**src/rtl/multimode_shift_engine_if.sv**
```systemverilog
// Bus bundle for multimode_shift_engine.
//   master: drives load/start/mode/Right/shift_count/Parallel_in/Serial_in,
//           observes Parallel_Out/Serial_out/busy/done.
//   slave : the shift engine itself (mirror directions).
interface multimode_shift_engine_if #(
    parameter int unsigned WORD_LENGTH = 8,
    parameter int unsigned STEP        = 1,
    parameter int unsigned CNT_WIDTH   = $clog2(WORD_LENGTH + 1)
);

    logic                   load;
    logic                   start;
    logic [1:0]             mode;
    logic                   Right;
    logic [CNT_WIDTH-1:0]   shift_count;
    logic [WORD_LENGTH-1:0] Parallel_in;
    logic [STEP-1:0]        Serial_in;
    logic [WORD_LENGTH-1:0] Parallel_Out;
    logic [STEP-1:0]        Serial_out;
    logic                   busy;
    logic                   done;

    modport master (
        output load, start, mode, Right, shift_count, Parallel_in, Serial_in,
        input  Parallel_Out, Serial_out, busy, done
    );

    modport slave (
        input  load, start, mode, Right, shift_count, Parallel_in, Serial_in,
        output Parallel_Out, Serial_out, busy, done
    );

endinterface

```
**src/rtl/multimode_shift_engine.sv**
```systemverilog
// Counter-driven multi-mode shift register.
// Loads a word, then autonomously shifts it STEP bits per cycle for
// shift_count cycles (logical / rotate / arithmetic / serial-fill, either
// direction) with a start / busy / done handshake.
// Ports:
//   clk  - rising-edge clock
//   rst  - synchronous active-high reset
//   bus  - multimode_shift_engine_if.slave (control, data, status)
module multimode_shift_engine #(
    parameter int unsigned WORD_LENGTH = 8,
    parameter int unsigned STEP        = 1
) (
    input  logic                     clk,
    input  logic                     rst,
    multimode_shift_engine_if.slave  bus
);

    localparam int unsigned CNT_WIDTH = $clog2(WORD_LENGTH + 1);

    typedef enum logic [1:0] {
        ST_IDLE  = 2'd0,
        ST_SHIFT = 2'd1,
        ST_DONE  = 2'd2
    } state_e;

    typedef enum logic [1:0] {
        MODE_LOGICAL = 2'b00,
        MODE_ROTATE  = 2'b01,
        MODE_ARITH   = 2'b10,
        MODE_SERIAL  = 2'b11
    } mode_e;

    state_e                 state_q, state_d;
    logic [WORD_LENGTH-1:0] reg_q,   reg_d;
    logic [CNT_WIDTH-1:0]   cnt_q,   cnt_d;
    mode_e                  mode_q,  mode_d;
    logic                   right_q, right_d;
    logic                   busy_q;
    logic                   done_q;

    logic [STEP-1:0]        fill;
    logic [WORD_LENGTH-1:0] shifted;

    // Fill bits entering the vacated end for the latched mode/direction.
    always_comb begin
        fill = '0;
        if (right_q) begin
            unique case (mode_q)
                MODE_LOGICAL: fill = '0;
                MODE_ROTATE:  fill = reg_q[STEP-1:0];
                MODE_ARITH:   fill = {STEP{reg_q[WORD_LENGTH-1]}};
                MODE_SERIAL:  fill = bus.Serial_in;
                default:      fill = '0;
            endcase
        end else begin
            unique case (mode_q)
                MODE_LOGICAL: fill = '0;
                MODE_ROTATE:  fill = reg_q[WORD_LENGTH-1 -: STEP];
                MODE_ARITH:   fill = '0;
                MODE_SERIAL:  fill = bus.Serial_in;
                default:      fill = '0;
            endcase
        end
    end

    // One STEP-bit shift of the current register.
    always_comb begin
        if (right_q) begin
            shifted = {fill, reg_q[WORD_LENGTH-1:STEP]};
        end else begin
            shifted = {reg_q[WORD_LENGTH-1-STEP:0], fill};
        end
    end

    // Next-state / datapath decode.
    always_comb begin
        state_d = state_q;
        reg_d   = reg_q;
        cnt_d   = cnt_q;
        mode_d  = mode_q;
        right_d = right_q;

        unique case (state_q)
            ST_SHIFT: begin
                reg_d = shifted;
                cnt_d = cnt_q - CNT_WIDTH'(1);
                if (cnt_q == CNT_WIDTH'(1)) begin
                    state_d = ST_DONE;
                end
            end
            default: begin
                // IDLE and DONE accept commands identically; load beats start.
                state_d = ST_IDLE;
                if (bus.load) begin
                    reg_d = bus.Parallel_in;
                end else if (bus.start) begin
                    if (bus.shift_count == '0) begin
                        state_d = ST_DONE;
                    end else begin
                        mode_d  = mode_e'(bus.mode);
                        right_d = bus.Right;
                        cnt_d   = bus.shift_count;
                        state_d = ST_SHIFT;
                    end
                end
            end
        endcase
    end

    // State, datapath and status registers.
    always_ff @(posedge clk) begin
        if (rst) begin
            state_q <= ST_IDLE;
            reg_q   <= '0;
            cnt_q   <= '0;
            mode_q  <= MODE_LOGICAL;
            right_q <= 1'b0;
            busy_q  <= 1'b0;
            done_q  <= 1'b0;
        end else begin
            state_q <= state_d;
            reg_q   <= reg_d;
            cnt_q   <= cnt_d;
            mode_q  <= mode_d;
            right_q <= right_d;
            busy_q  <= (state_d == ST_SHIFT);
            done_q  <= (state_d == ST_DONE);
        end
    end

    // Serial_out shows the bits leaving on the next shift, only while busy.
    always_comb begin
        bus.Serial_out = '0;
        if (busy_q) begin
            bus.Serial_out = right_q ? reg_q[STEP-1:0] : reg_q[WORD_LENGTH-1 -: STEP];
        end
    end

    assign bus.Parallel_Out = reg_q;
    assign bus.busy         = busy_q;
    assign bus.done         = done_q;

endmodule

```
**src/flat_wrapper.sv**
```systemverilog
// flat-port wrapper written by rule: the top's interface ports become plain ports
module multimode_shift_engine_flat 
#(
    parameter int unsigned WORD_LENGTH = 8,
    parameter int unsigned STEP        = 1
)
  (clk, rst, bus_load, bus_start, bus_mode, bus_Right, bus_shift_count, bus_Parallel_in, bus_Serial_in, bus_Parallel_Out, bus_Serial_out, bus_busy, bus_done);
  multimode_shift_engine_if #(.WORD_LENGTH(WORD_LENGTH), .STEP(STEP)) bus_i ();
  input  logic clk;
  input  logic rst;
  input wire logic [$bits(bus_i.load)-1:0] bus_load;
  input wire logic [$bits(bus_i.start)-1:0] bus_start;
  input wire logic [$bits(bus_i.mode)-1:0] bus_mode;
  input wire logic [$bits(bus_i.Right)-1:0] bus_Right;
  input wire logic [$bits(bus_i.shift_count)-1:0] bus_shift_count;
  input wire logic [$bits(bus_i.Parallel_in)-1:0] bus_Parallel_in;
  input wire logic [$bits(bus_i.Serial_in)-1:0] bus_Serial_in;
  output wire logic [$bits(bus_i.Parallel_Out)-1:0] bus_Parallel_Out;
  output wire logic [$bits(bus_i.Serial_out)-1:0] bus_Serial_out;
  output wire logic [$bits(bus_i.busy)-1:0] bus_busy;
  output wire logic [$bits(bus_i.done)-1:0] bus_done;
  assign bus_i.load = bus_load;
  assign bus_i.start = bus_start;
  assign bus_i.mode = bus_mode;
  assign bus_i.Right = bus_Right;
  assign bus_i.shift_count = bus_shift_count;
  assign bus_i.Parallel_in = bus_Parallel_in;
  assign bus_i.Serial_in = bus_Serial_in;
  assign bus_Parallel_Out = bus_i.Parallel_Out;
  assign bus_Serial_out = bus_i.Serial_out;
  assign bus_busy = bus_i.busy;
  assign bus_done = bus_i.done;
  multimode_shift_engine #(.WORD_LENGTH(WORD_LENGTH), .STEP(STEP)) u_core (.clk(clk), .rst(rst), .bus(bus_i));
endmodule
```
**config.mk**
```make
export PLATFORM = sky130hd
export DESIGN_NAME = multimode_shift_engine_flat
export DESIGN_NICKNAME = d
export VERILOG_FILES = /design/src/rtl/multimode_shift_engine_if.sv /design/src/rtl/multimode_shift_engine.sv /design/src/flat_wrapper.sv
export SDC_FILE = /design/constraint.sdc
export NUM_CORES = 1
export LEC_CHECK = 0
export CORE_ASPECT_RATIO = 1.5
export CORE_MARGIN = 3
export CORE_UTILIZATION = 46
export CTS_CLUSTER_DIAMETER = 100
export DETAILED_ROUTE_END_ITERATION = 8
export PLACE_DENSITY = 0.78
export SLEW_MARGIN = 20
export SYNTH_ARGS = -nofsm -noshare
export SYNTH_HDL_FRONTEND = slang
export SYNTH_SLANG_ARGS = --single-unit
```
**constraint.sdc**
```tcl
create_clock -name clk -period 1.9 [get_ports clk]
set_clock_uncertainty 0.1 [all_clocks]
set_input_delay 0.19 -clock clk [delete_from_list [all_inputs] [get_ports clk]]
set_output_delay 0.19 -clock clk [all_outputs]
set_load 0.01 [all_outputs]
```
# Word level (Yosys, flattened, before mapping)
# Index checks and enable logic that the tools add are counted.
# word_totals
output_inout_bits,11
register_bits,19
word_cells,44
inputBits,20
# op_classes
n_eq_ne,9
muxes,17
n_addsub,1
bitwise,3
n_reduce_logical,7
# op_table
op,n
2-to-1 mux 8 bit,3
2-to-1 mux 4 bit,4
2-to-1 mux 2 bit,5
equality test 2 x 1 -> 1 bit (second input constant),3
equality test 2 bit (second input constant),3
equality test 4 x 1 -> 1 bit (second input constant),1
logical NOT 4 bit,1
case mux 1 bit (4 select lines),1
AND reduction 4 bit,1
nonzero test 2 bit,2
subtractor 4 x 1 -> 4 bit (second input constant),1
2-to-1 mux 1 bit,3
NOT 1 bit,3
case mux 1 bit (3 select lines),1
AND reduction 3 bit,1
logical NOT 2 bit,1
inequality test 2 x 1 -> 1 bit (second input constant),1
inequality test 2 bit (second input constant),1
OR reduction 2 bit,1

# Depth between registers and ports, before layout
# Gate-level depths: netlist of the first run.
# logic_depth
ltp_word,6
ltp_mapped,6
ltp_nobuf,5

# Worst setup path after synthesis of the first run
# No wires, ideal clock.
# synth_path
path_type,register to register
from,register u_core.state_q[0]
to,register u_core.cnt_q[3]
t_required_ns,1.680
period_less_slack_ns,1.383
path_stages_with_launch,6
n_path_buf,1
slack_ns,0.517
setup_ns,0.120
arrival_time_ns,1.163
cell_sequence,dfxtp_1 nor2b_4 buf_6 nor3_4 nor2_2 o31a_1
# synth_between
elab_chain_cells,3
elab_cells_between_ends,6
cone_classes,eq/ne: 3; mux: 1; reduce/logical: 2
# synth_lines
item,line_no,text
from (decl),multimode_shift_engine.sv:33,"state_e state_q, state_d;"
from (signal assigned),multimode_shift_engine.sv:121,state_q <= state_d;
equality test 2 x 1 -> 1 bit (*),multimode_shift_engine.sv:83,unique case (state_q)
inequality test 2 bit (no source line) (tied with other cells),--,
AND reduction 3 bit (no source line),--,
to (signal assigned),multimode_shift_engine.sv:123,cnt_q <= cnt_d;
to (decl),multimode_shift_engine.sv:35,"logic [CNT_WIDTH-1:0] cnt_q, cnt_d;"
# Every way passes the cells marked *; elsewhere a longest branch is shown, timed or not.
# A chain may end at the register's enable or synchronous reset.

# Worst setup path after layout of the first run
# layout_path
from,register u_core.reg_q[0] (netlist: u_core.bus.Parallel_Out[0])
to,output bus_Serial_out
# layout_between
elab_chain_cells,2
# layout_lines
item,line_no,text
from (decl),multimode_shift_engine.sv:34,"logic [WORD_LENGTH-1:0] reg_q, reg_d;"
from (signal assigned),multimode_shift_engine.sv:122,reg_q <= reg_d;
2-to-1 mux 1 bit,multimode_shift_engine.sv:135,bus.Serial_out = right_q ? reg_q[STEP-1:0] : reg_q[WORD_LENGTH-1 -: STEP];
2-to-1 mux 1 bit,multimode_shift_engine.sv:134,if (busy_q) begin
to (decl),flat_wrapper.sv:19,output wire logic [$bits(bus_i.Serial_out)-1:0] bus_Serial_out;
# Every way passes these cells.

==> load_flow_metrics.sql, run 1 <==
INSERT INTO impl_metrics (metric_group, metric, value, unit) VALUES
('yosys', 'netlist_instances', '108', ''),
('detailed_routing', 'wirelength', '2.18', 'mm'),
('layout', 'fillers', '187', ''),
('detailed_routing', 'drcViolationCount', '0', ''),
('setup_path', 'cp_slowest_cell', 'clkdlybuf4s50_1', ''),
('timing', 'slew_headroom', '76.6', '%'),
('setup_path', 'worstRegToRegCells', '4', ''),
('yosys', 'post_synth_instance_area', '1040', 'um2'),
('power', 'leak_pwr', '0.000513', 'uW'),
('setup_path', 'ordered_cell_list_for_the_critical_path', 'mux2i_1 -> nor2b_1 -> clkdlybuf4s50_1', ''),
('setup_path', 'kind_of_start_point_of_the_critical_path', 'register', ''),
('yosys', 'synth-seq-cells', '19', ''),
('setup_path', 'r2r_setup_slack', '0.44', 'ns'),
('timing', 'tightest_slew', '0.350', 'ns'),
('global_routing', 'grt_start_max_net_pins', '20', ''),
('hold_path', 'worstHoldPathCells', '3', ''),
('layout', 'final_design_instance_area_without_fill', '1370', 'um2'),
('placed_design', 'placement.cell_area', '1350', 'um2'),
('die', 'die_x', '44.8', 'um'),
('die', 'design.portCount', '31', ''),
('yosys', 'synth_warnings', '0', ''),
('timing', 'timing.final.max_slew_violations', '0', ''),
('hold_path', 'timing.hold.worst.class', 'in2reg', ''),
('setup_path', 'critical_path_arrival', '1.46', 'ns'),
('timing', 'worst_hold_margin', '0.405', 'ns'),
('timing', 'final_hold_vios', '0', ''),
('layout', 'design.final.nets', '162', ''),
('yosys', 'syn_nets', '130', ''),
('layout', 'seq_area', '382', 'um2'),
('yosys', 'synth_largest_type_area_fraction', '36.7', '%'),
('placed_design', 'finalWeightedCongestion', '0.773', ''),
('placed_design', 'place_ws', '0.164', 'ns'),
('layout', 'drive_gt1_share', '10.8', '%'),
('yosys', 'synth_largest_area_cell', 'dfxtp_1', ''),
('yosys', 'synth.avg_cell_area', '9.59', 'um2'),
('clock_network', 'cts-root-buf', 'clkbuf_4', ''),
('timing', 'layout_worst_path_cycle_share', '92.1', '%'),
('detailed_routing', 'wire_per_inst', '13.5', 'um'),
('job', 'max-cap-violations', '0', ''),
('setup_path', 'crit_path_max_fanout', '5', ''),
('detailed_routing', 'first_pass_iters', '3', ''),
('hold_path', 'min_from', 'bus_mode[1]', ''),
('detailed_routing', 'drtAntennaViolNets', '0', ''),
('setup_path', 'crit-reg2reg-capture', 'u_core.cnt_q[3]', ''),
('clock_network', 'worst_skew_pair.late_latency', '0.30', 'ns'),
('layout', 'diode_count', '0', ''),
('yosys', 'top_post_synthesis_cells_by_count', 'dfxtp_1, a211oi_1, mux2i_1, nor2_1, nor2b_1', ''),
('die', 'die_area', '2870', 'um2'),
('yosys', 'synth.most_common_cell', 'dfxtp_1', ''),
('clock_network', 'cts-hold-fix-buffers', '0', ''),
('yosys', 'synth-edff-count', '0', ''),
('setup_path', 'worst_path_largest_cell_delay', '0.54', 'ns'),
('yosys', 'asyncSetResetFlopFracSynth', '0', '%'),
('yosys', 'yosys-top-cells-area', 'dfxtp_1, mux2i_1, a211oi_1, nor2b_1, nor2_1', ''),
('hold_path', 'timing.hold.worst_endpoint', 'u_core.mode_q[1]', ''),
('global_routing', 'first_pass_grt_wire_length', '3.80', 'mm'),
('global_routing', 'grt_antenna_before_repair', '0', ''),
('global_routing', 'gr_ovfl_total', '0', ''),
('yosys', 'yosys.cell_types.count', '31', ''),
('clock_network', 'clock_path_buffers', '2', ''),
('outcome', 'run_status', 'finished, final reports clean', ''),
('yosys', 'postSynth.topFlopCell', 'dfxtp_1', ''),
('timing', 'period_needed', '1.75', 'ns'),
('die', 'initial_core_util', '49.9', '%'),
('clock_network', 'number_of_sinks_handled_by_clock_tree_synthesis', '19', ''),
('clock_network', 'htree_num_levels', '1', ''),
('setup_path', 'worstSetupEndpointType', 'output port', ''),
('power', 'power-per-cell-area', '664', 'nW/um2'),
('timing', 'grt_setup_unrepaired', 'no', ''),
('clock_network', 'number_of_buffers_created_by_cts', '3', ''),
('timing', 'fin_setup_tns', '0', 'ns');
## worst max-delay path by stage
stage,to,slack [ns],startpoint,cells past startpoint
after floorplan,u_core.cnt_q[3],0.52,u_core.state_q[0],5
after global placement,u_core.cnt_q[3],0.21,bus_shift_count[0],5
after detailed placement,u_core.cnt_q[3],0.16,bus_shift_count[0],5
after CTS,bus_Serial_out,0.09,u_core.bus.Parallel_Out[7],3
after global routing,bus_Serial_out,0.03,u_core.bus.Parallel_Out[0],3
final,bus_Serial_out,0.15,u_core.bus.Parallel_Out[0],3
## registers in the layout, summed over array words and instances (netlist names)
| signal | flops |
|---|---|
| u_core.bus.Parallel_Out | 8 |
| u_core.mode_q | 2 |
| u_core.state_q | 2 |
| u_core.bus.done | 1 |
| u_core.bus.busy | 1 |
| u_core.right_q | 1 |
| u_core.cnt_q | 4 |
## stage by stage
stage / utilization [%] / instances / total power (uW)
6_report: 66.1 / 161 / 912
5_1_grt: 66.1 / 161 / 968
4_1_cts: 66.1 / 161 / 917
3_5_place_dp: 64.8 / 157 / 713
3_3_place_gp: 64.8 / 157 / 708
2_1_floorplan: - / 108 / 608
## worst min-delay path, delay by kind of cell
| kind | cells | cell delay (ns) |
|---|---|---|
| buffers and inverters | 1 | 0.40 |
| muxes | 1 | 0.13 |
| and+or+nand+nor | 1 | 0.05 |
## per-layer routing
| metal | track usage [%] | wire (um) | vias to the layer above |
|---|---|---|---|
| met5 | 0 | 0 | - |
| met4 | 8.68 | 42 | 0 |
| met3 | 3.38 | 120 | 5 |
| met2 | 28.2 | 1060 | 22 |
| met1 | 20.7 | 955 | 423 |
| li1 | - | - | 457 |
## power breakdown
part           switching, uW  internal (uW)
logic                    103            137
registers               31.0            432
clock network            131           78.5
## area by class of cell
cell class / instances / share of cell area [%]
clock buffer: 3 / 1.64
clock inverter: 1 / 0.364
multi-input combinational: 78 / 42.8
sequential: 19 / 27.8
tap: 22 / 2.00
inverter: 3 / 0.820
timing repair buffer: 35 / 24.6
## cells in the final DEF, fill, tap and decap left out, types with 2 or more instances in the layout
| master | synthesis | layout |
|---|---|---|
| a211oi_1 | 16 | 16 |
| a21oi_1 | 4 | 4 |
| buf_4 | 0 | 5 |
| clkbuf_4 | 0 | 3 |
| clkdlybuf4s50_1 | 0 | 30 |
| dfxtp_1 | 19 | 18 |
| ha_1 | 2 | 2 |
| inv_1 | 3 | 3 |
| mux2i_1 | 13 | 13 |
| nand2_1 | 3 | 3 |
| nor2_1 | 10 | 10 |
| nor2b_1 | 9 | 9 |
| o21ai_1 | 3 | 3 |
## cells by family after synthesis
group	count (synthesis)	share of synthesized area, %
fa+ha+maj	2	2.42
mux	14	13.6
compound gates	29	19.9
simple gates	33	20.8
flops	19	36.7
buf+inv	11	6.52
## what timing repair did
action / in CTS / in global routing
hold endpoints to repair: 0 / 0
gates resized for setup: 0 / 1
endpoints found under the setup margin: 0 / 1
Note: power is estimated with default switching activity, not from simulation.
==> inputs of run 2 (changes only) <==
--- a/config.mk
+++ b/config.mk
@@ -10,6 +10,7 @@
 export CORE_UTILIZATION = 46
 export CTS_CLUSTER_DIAMETER = 100
 export DETAILED_ROUTE_END_ITERATION = 8
+export HOLD_SLACK_MARGIN = 0.06
 export PLACE_DENSITY = 0.78
 export SLEW_MARGIN = 20
 export SYNTH_ARGS = -nofsm -noshare
==> results of run 2 <==
The final DEF is identical to that of run 1; final timing and power are the same.
